===== config.mk =====
export PLATFORM = sky130hd
export DESIGN_NAME = scene_query_reduce
export DESIGN_NICKNAME = d
export VERILOG_FILES = /design/src/rtl/scene_query_reduce.sv
export SDC_FILE = /design/constraint.sdc
export NUM_CORES = 2
export LEC_CHECK = 0
export ABC_AREA = 0
export CORE_MARGIN = 10
export CORE_UTILIZATION = 55
export DETAILED_ROUTE_END_ITERATION = 10
export GPL_ROUTABILITY_DRIVEN = 1
export PLACE_DENSITY_LB_ADDON = 0.05
export SLEW_MARGIN = 10
export SYNTH_ARGS = -nofsm -noshare
export SYNTH_HDL_FRONTEND = slang
export SYNTH_SLANG_ARGS = --single-unit
export TNS_END_PERCENT = 30

===== constraint.sdc =====
create_clock -name clk -period 7.3 [get_ports clk]
set_input_delay 1.46 -clock clk [delete_from_list [all_inputs] [get_ports clk]]
set_output_delay 1.46 -clock clk [all_outputs]
set_load 0.02 [all_outputs]

===== src/rtl/scene_query_reduce.sv =====
// scene_query_reduce: broadcasts each query point to NUM_OBJ SDF engines.
// Per-object FIFOs collect the in-order results. A registered compare tree
// then reduces the masked set to a min (union) or max (intersection)
// distance and reports the index of the winning object.
module scene_query_reduce #(
  parameter int NUM_OBJ = 4,
  parameter int DEPTH   = 8,
  localparam int L      = $clog2(NUM_OBJ)
) (
  input  logic                  clk,
  input  logic                  rst,
  input  logic                  valid_in,
  output logic                  in_ready,
  input  logic [95:0]           pos,
  input  logic [NUM_OBJ-1:0]    obj_mask,
  input  logic                  mode,
  output logic                  sdf_valid_o,
  output logic [95:0]           sdf_pos_o,
  input  logic [32*NUM_OBJ-1:0] sdf_dist,
  input  logic [NUM_OBJ-1:0]    sdf_valid,
  output logic [31:0]           closestDistance,
  output logic [3:0]            closest_id,
  output logic                  valid_out,
  output logic                  err_overflow
);

  // The tree is padded up to a power of two. Pad lanes are always invalid.
  localparam int P  = 1 << L;
  localparam int AW = $clog2(DEPTH);
  localparam int CW = $clog2(DEPTH + 1);
  localparam int SW = NUM_OBJ + 1;
  localparam logic [CW-1:0] DEPTH_C = CW'(DEPTH);

  typedef struct packed {
    logic        en;
    logic [3:0]  id;
    logic [31:0] d;
  } lane_t;

  // Identity element of the reduction. A masked lane carries this value.
  function automatic logic [31:0] ident_of(input logic md);
    return md ? 32'h8000_0000 : 32'h7FFF_FFFF;
  endfunction

  // Lane a always holds lower ids than lane b, so on a tie a is kept. When
  // neither lane is valid, a is also kept.
  function automatic lane_t pick(input lane_t a, input lane_t b, input logic md);
    lane_t r;
    r = a;
    if (b.en && !a.en) begin
      r = b;
    end else if (a.en && b.en) begin
      if (md) begin
        if ($signed(b.d) > $signed(a.d)) r = b;
      end else begin
        if ($signed(b.d) < $signed(a.d)) r = b;
      end
    end
    return r;
  endfunction

  logic          accept;
  logic          pop;
  logic [CW-1:0] out_cnt;

  logic [31:0]        res_mem [NUM_OBJ][DEPTH];
  logic [AW-1:0]      res_wp  [NUM_OBJ];
  logic [AW-1:0]      res_rp  [NUM_OBJ];
  logic [CW-1:0]      res_cnt [NUM_OBJ];
  logic [NUM_OBJ-1:0] res_full;
  logic [NUM_OBJ-1:0] res_empty;
  logic [NUM_OBJ-1:0] res_push;

  logic [SW-1:0] side_mem [DEPTH];
  logic [AW-1:0] side_wp;
  logic [AW-1:0] side_rp;
  logic [CW-1:0] side_cnt;
  logic [SW-1:0] side_head;

  lane_t lane0 [P];
  lane_t tr    [L+1][P];
  logic  [L:0] pv;
  logic  [L:0] md_r;

  assign in_ready = (out_cnt < DEPTH_C);
  assign accept   = valid_in && in_ready;

  // FIFO status, push qualification and the all-heads-present pop condition
  always_comb begin
    res_full  = '0;
    res_empty = '0;
    res_push  = '0;
    for (int i = 0; i < NUM_OBJ; i++) begin
      res_full[i]  = (res_cnt[i] == DEPTH_C);
      res_empty[i] = (res_cnt[i] == '0);
      res_push[i]  = sdf_valid[i] && !res_full[i];
    end
    side_head = side_mem[side_rp];
    pop       = !(|res_empty) && (side_cnt != '0);
  end

  // Register the query point and pulse the broadcast strobe once per accept
  always_ff @(posedge clk) begin
    if (rst) begin
      sdf_valid_o <= 1'b0;
      sdf_pos_o   <= '0;
    end else begin
      sdf_valid_o <= accept;
      if (accept) sdf_pos_o <= pos;
    end
  end

  // Track the queries accepted but not yet popped. This count bounds every FIFO.
  always_ff @(posedge clk) begin
    if (rst) begin
      out_cnt <= '0;
    end else if (accept && !pop) begin
      out_cnt <= out_cnt + CW'(1);
    end else if (!accept && pop) begin
      out_cnt <= out_cnt - CW'(1);
    end
  end

  // FIFO storage. It needs no reset because the pointers decide what is live.
  always_ff @(posedge clk) begin
    for (int i = 0; i < NUM_OBJ; i++) begin
      if (res_push[i]) res_mem[i][res_wp[i]] <= sdf_dist[32*i +: 32];
    end
    if (accept) side_mem[side_wp] <= {obj_mask, mode};
  end

  // FIFO pointers and counts, and the sticky overflow flag for dropped results
  always_ff @(posedge clk) begin
    if (rst) begin
      for (int i = 0; i < NUM_OBJ; i++) begin
        res_wp[i]  <= '0;
        res_rp[i]  <= '0;
        res_cnt[i] <= '0;
      end
      side_wp      <= '0;
      side_rp      <= '0;
      side_cnt     <= '0;
      err_overflow <= 1'b0;
    end else begin
      for (int i = 0; i < NUM_OBJ; i++) begin
        if (res_push[i]) res_wp[i] <= res_wp[i] + AW'(1);
        if (pop)         res_rp[i] <= res_rp[i] + AW'(1);
        case ({res_push[i], pop})
          2'b10:   res_cnt[i] <= res_cnt[i] + CW'(1);
          2'b01:   res_cnt[i] <= res_cnt[i] - CW'(1);
          default: res_cnt[i] <= res_cnt[i];
        endcase
      end
      if (accept) side_wp <= side_wp + AW'(1);
      if (pop)    side_rp <= side_rp + AW'(1);
      case ({accept, pop})
        2'b10:   side_cnt <= side_cnt + CW'(1);
        2'b01:   side_cnt <= side_cnt - CW'(1);
        default: side_cnt <= side_cnt;
      endcase
      if (|(sdf_valid & res_full)) err_overflow <= 1'b1;
    end
  end

  // Build the stage-0 lanes from the FIFO heads, replacing masked lanes with the identity
  always_comb begin
    for (int j = 0; j < P; j++) begin
      lane0[j].en = 1'b0;
      lane0[j].id = 4'(j);
      lane0[j].d  = ident_of(side_head[0]);
    end
    for (int i = 0; i < NUM_OBJ; i++) begin
      if (side_head[i+1]) begin
        lane0[i].en = 1'b1;
        lane0[i].d  = res_mem[i][res_rp[i]];
      end
    end
  end

  // Registered compare tree. Each level updates only when fed, so the last result is held.
  always_ff @(posedge clk) begin
    if (rst) begin
      pv   <= '0;
      md_r <= '0;
      for (int k = 0; k <= L; k++) begin
        for (int j = 0; j < P; j++) tr[k][j] <= '0;
      end
    end else begin
      pv[0] <= pop;
      if (pop) begin
        md_r[0] <= side_head[0];
        for (int j = 0; j < P; j++) tr[0][j] <= lane0[j];
      end
      for (int k = 1; k <= L; k++) begin
        pv[k] <= pv[k-1];
        if (pv[k-1]) begin
          md_r[k] <= md_r[k-1];
          for (int j = 0; j < (P >> k); j++) begin
            tr[k][j] <= pick(tr[k-1][2*j], tr[k-1][2*j+1], md_r[k-1]);
          end
        end
      end
    end
  end

  assign closestDistance = tr[L][0].d;
  assign closest_id      = tr[L][0].id;
  assign valid_out       = pv[L];

endmodule


### Word-level counts from Yosys, hierarchy flattened

Memory sizes are Yosys's and may differ from the RTL's. A register that Yosys moved wholly into a read port is not among the register bits.
Index checks and enable logic that the tools add are counted.

* RAM bits: 1533
* logic and storage cells: 295
* register bits: 117
* input port bits: 236
* memories: 6

Memory list
* res_mem: depth 4, bits a word 256, read ports 4, clocked after Yosys merged registers in 0, wr ports 4, RTL line 66 `logic [31:0] res_mem [NUM_OBJ][DEPTH];`
* tr: depth 3, bits a word 143, read ports 3, clocked after Yosys merged registers in 0, wr ports 3, RTL line 81 `lane_t tr [L+1][P];`
* side_mem: depth 8, bits a word 5, read ports 1, clocked after Yosys merged registers in 1, wr ports 1, RTL line 74 `logic [SW-1:0] side_mem [DEPTH];`
* res_cnt: depth 4, bits a word 4, read ports 4, clocked after Yosys merged registers in 0, wr ports 4, RTL line 69 `logic [CW-1:0] res_cnt [NUM_OBJ];`
* res_rp: depth 4, bits a word 3, read ports 4, clocked after Yosys merged registers in 0, wr ports 4, RTL line 68 `logic [AW-1:0] res_rp [NUM_OBJ];`
* res_wp: depth 4, bits a word 3, read ports 4, clocked after Yosys merged registers in 0, wr ports 4, RTL line 67 `logic [AW-1:0] res_wp [NUM_OBJ];`

* reductions and logical operators: 41
* $add $sub $neg: 22
* equality and inequality tests: 14
* bitwise gates (word level): 36
* magnitude comparators: 19
* mux-type cells: 147

Operators with widths (count)
* 256-bit 2-to-1 mux: 4
* 37-bit 2-to-1 mux: 26
* 32-bit 2-to-1 mux: 17
* 32-bit binary-select mux with 3-bit select: 4
* 32-bit demux with 3-bit select: 4
* 32-bit greater-than comparator: 3
* 32-bit less-than comparator: 3
* 1-bit 2-to-1 mux: 65
* 4-bit 2-to-1 mux: 14
* 35-bit 2-to-1 mux: 1
* 34-bit 2-to-1 mux: 1
* 4-bit greater-or-equal comparator (second input constant): 8
* 3-bit NOT with 4-bit output: 8
* 3-bit by 1-bit adder with 3-bit output (second input constant): 10
* 3-bit 2-to-1 mux: 10
* 1-bit OR: 27
* 4-bit by 1-bit adder with 4-bit output (second input constant): 6
* 4-bit by 1-bit subtractor with 4-bit output (second input constant): 6
* 1-bit logical AND: 18
* 4-bit == test (second input constant): 4
* 4-bit logical NOT: 4
* 4-bit by 1-bit less-than comparator with 1-bit output (second input constant): 4
* 2-bit by 1-bit == test with 1-bit output (second input constant): 5
* 2-bit == test (second input constant): 5
* other kinds (8): 22

### Logic depth before layout (Yosys ltp)

An unclocked memory read counts as a cell.

* depth in word-level cells: 12
* mapped depth: 15

### Least setup slack after synthesis

No wires, ideal clock.

* path type: in2reg
* start: input port rst
* end: memory res_rp[0][0] (netlist name) (enable)
* stages: 3
* slack: 1.320 ns
* data required time: 6.771 ns
* path buffers: 2
* library setup time: 0.529 ns
* arrival: 5.451 ns
* path through: clkbuf_1 > clkbuf_1 > nand2b_1

RTL lines
* start: declaration: RTL line 11 `input logic rst,`
* end: declaration: RTL line 68

==> flow_metrics.tcl <==
set metrics [dict create \
    run_status "complete, no violations" \
    place_congestion 0.876 \
    synth-edff-count 1340 \
    std_cell_rows 121 \
    hold_buffers 0 \
    post_cts_buffers 0 \
    setup_viol_count_final 0 \
    final.period_utilization_pct 55.8 \
    most_common_cell_in_the_netlist "sky130_fd_sc_hd__edfxtp_1" \
    cts-root-to-sink-buffers 3 \
    leakage_nw 23.6 \
    final_number_of_max_transition_violations 0 \
    overall_die_area_um2 123000 \
    totalWireLength_um 144000 \
    grt_antenna_before_repair 7 \
    route.met2.wl_um 72600 \
    number_of_nets_in_the_synthesized_netlist 3894 \
    simple_gate_portion_of_the_synthesized_area_pct 4.52 \
    yosysTopAreaCellShare_pct 67.2 \
    fmaxAchievable_mhz 246 \
    post_route_cells_drive_above_1_share_pct 15.6 \
    unrepaired_setup_endpoints_after_global_routing "false" \
    synth.yosys.seq_area_share_pct 71.2 \
    vdd_drop_max_mv 0.227 \
    timing_worst_setup_path_type "reg2reg" \
    post_synth_inst_count 3525 \
    metal3_wl_um 9570 \
    setup.worst_path.end_class "flop" \
    fin_tns_setup_ps 0 \
    num-nets-final 4237 \
    number_of_h_tree_levels 4 \
    holdWs_ps 450 \
    area_growth_syn_to_layout_pct 16.1 \
    groute.usage.overall_pct 23.4 \
    asyncSetResetFlopFracSynth_pct 0 \
    synth_top_cells_by_count "sky130_fd_sc_hd__edfxtp_1 (1340), sky130_fd_sc_hd__nand2_1 (285), sky130_fd_sc_hd__a21oi_1 (280), sky130_fd_sc_hd__mux4_2 (266), sky130_fd_sc_hd__clkbuf_1 (138)" \
    ys_warn_count 0 \
    yosys.area.top_type "sky130_fd_sc_hd__edfxtp_1" \
    maxCapViolations 0 \
    core_um2 109000 \
    final_cell_area_um2 69500 \
    clock_sinks 1461 \
    synthMuxAreaShare_pct 12.3 \
    critical_path_peak_fanout 31 \
    yosys_register_bits 1461 \
    dieHeight_um 350 \
    ant_nets 0 \
    cts.clk_slew.worst_paths_ps 60 \
    dp_hpwl_um 90400 \
    clock_tree_from_tritoncts "done" \
    ys_top_cells_by_area "sky130_fd_sc_hd__edfxtp_1 (67%), sky130_fd_sc_hd__mux4_2 (10%), sky130_fd_sc_hd__dfxtp_1 (4.0%)" \
    synth_compound_gate_area_share_pct 5.75 \
    cts_made_buffers 151 \
    synth_ff_type "sky130_fd_sc_hd__edfxtp_1" \
    timing.clock.skew_ps 28.9 \
    holdCritPathClass "reg2reg" \
    detailed_router_s_first_iteration_violation_count 2825 \
    grt_first_pass_wirelength_um 214000 \
    critPathSlowestCell "sky130_fd_sc_hd__nand2_1" \
    die-width_um 350 \
    biggest_cell_delay_along_the_critical_path_ps 780 \
    drt-met1-wl_um 57600 \
    critical_path.most_common_cell "sky130_fd_sc_hd__inv_1" \
    critical_path_data_arrival_time_ps 4630 \
    pin_count 372 \
    placedInstanceArea_um2 64800 \
    root_buffer "sky130_fd_sc_hd__clkbuf_16" \
    drtPass1Iterations 5 \
    synth_xor_area_share_pct 0.395 \
    maximum_number_of_pins_on_one_net_before_global_route_repair 100 \
    number_of_gates_given_a_new_drive_strength_after_cts 0 \
    worstPathCellList "inv_1 -> ha_1 -> or3b_1 -> o41ai_1 -> or4_1 -> or2_1 -> inv_1 -> nand2_1 -> a21oi_1" \
    worst-slew-pin-transition_ps 1180 \
    io_buffer_count 371 \
    regToRegSetupSlack_ps 3230 \
    globalRoute.totalOverflow 0 \
    remaining_drc_errors 0 \
    power-per-cell-area_nw_per_um2 370 \
    route.top_layer_used "met5" \
    post_layout_nonfiller_instances 5404 \
    start_util_pct 55.2 \
    placed_cells_incl_taps 5128 \
    timing.slew.headroom_pct 21.3 \
    main_combinational_cell_family_by_area_after_synthesis "multiplexers" \
    timing.critical_path.required_ps 7860 \
    synth.lib_cells_used.distinct 75 \
    average_cell_area_after_synthesis_um2 17.0 \
    via_count 32600 \
    report.final.hold_viol_count 0 \
    first_global_vias 33300 \
    post_synth_instance_area_um2 59900 \
    dr_wl_cell_um 26.6 \
    finalWorstPathRequiredPeriod_ps 4070 \
    average_vias_per_placed_instance 6.04 \
    critPathLaunchType "flop" \
    yosys.area_share.adder_pct 2.84 \
    clk-insertion-delay-late_ps 760 \
]
## path summary, 6_finish.rpt
kind	startpoint	endpoint	cells past startpoint
min	sdf_pos_o[53]	sdf_pos_o[53]	2
min reg2reg	sdf_pos_o[53]	sdf_pos_o[53]	2
max reg2reg	res_cnt[3][0]	tr[0][132]	9
max	res_cnt[3][0]	tr[0][132]	9
## flip-flops by register name, indices dropped and copies added (netlist names), named ones only
signal	flops
res_cnt	16
sdf_valid_o	1
res_rp	12
side_mem	40
md_r	2
out_cnt	4
side_rp	3
res_mem	1024
side_wp	3
sdf_pos_o	96
side_cnt	4
tr	237
pv	3
err_overflow	1
res_wp	12
## stage by stage
| step | util [%] | setup WS (ps) | power [W] |
|---|---|---|---|
| floorplan | - | 1320 | 0.0162 |
| global placement | 59.7 | 2810 | 0.0184 |
| detailed placement | 59.7 | 2640 | 0.0187 |
| CTS | 64.0 | 3140 | 0.0260 |
| global route | 64.1 | 2950 | 0.0270 |
| finish | 64.1 | 3230 | 0.0257 |
## per-layer routing
layer,global-route usage (%),up-vias
li1,-,14600
met3,4.67,219
met1,30.4,16700
met5,0,-
met2,39.9,1105
met4,6.93,4
## critical path, delay by kind of cell (launching register included)
family,cells,cell delay (ps)
flip-flops,1,450
buffers and inverters,2,620
AND/OR/NAND/NOR,4,2100
adder cells (fa/ha/maj),1,240
AO/OA/AOI/OAI,2,460
## cells by family after synthesis
group	Yosys count
other	1
AO/OA/AOI/OAI	544
flip-flops	1461
adder cells (fa/ha/maj)	133
multiplexers	404
XOR/XNOR	27
AND/OR/NAND/NOR	574
buffers and inverters	381
## cell type report
cell class	count	area [µm²]
Antenna cell	4	10.0
Clock buffer	197	4210
Clock inverter	74	494
Fill cell	7624	39000
Inverter	131	492
Multi-Input combinational cell	1683	15700
Sequential cell	1461	42700
Tap cell	1414	1770
Timing Repair Buffer	440	4230
## power by group
group / leakage [nW] / total, W / switching, W / internal [W]
combinational: 7.72 / 0.00723 / 0.00433 / 0.00291
clock: 2.33 / 0.00726 / 0.00306 / 0.00419
sequential: 13.5 / 0.0112 / 0.000767 / 0.0105
## placed cells by master (no fill, tap or decap), drive strengths merged, types with 18 or more instances in the layout
cell type and count:
a21boi 63, buf 70, nand4 83, clkdlybuf4s50 370
mux4 266, mux2i 129, clkinv 64, inv 136
a21oi 280, o31ai 67, edfxtp 1340, ha 128
xnor2 18, clkbuf 197, nor3 32, a41o 34
nand2 287, nor2 74, nand2b 24, a31oi 35
dfxtp 121
No activity file was read; power rests on OpenSTA's default activity.
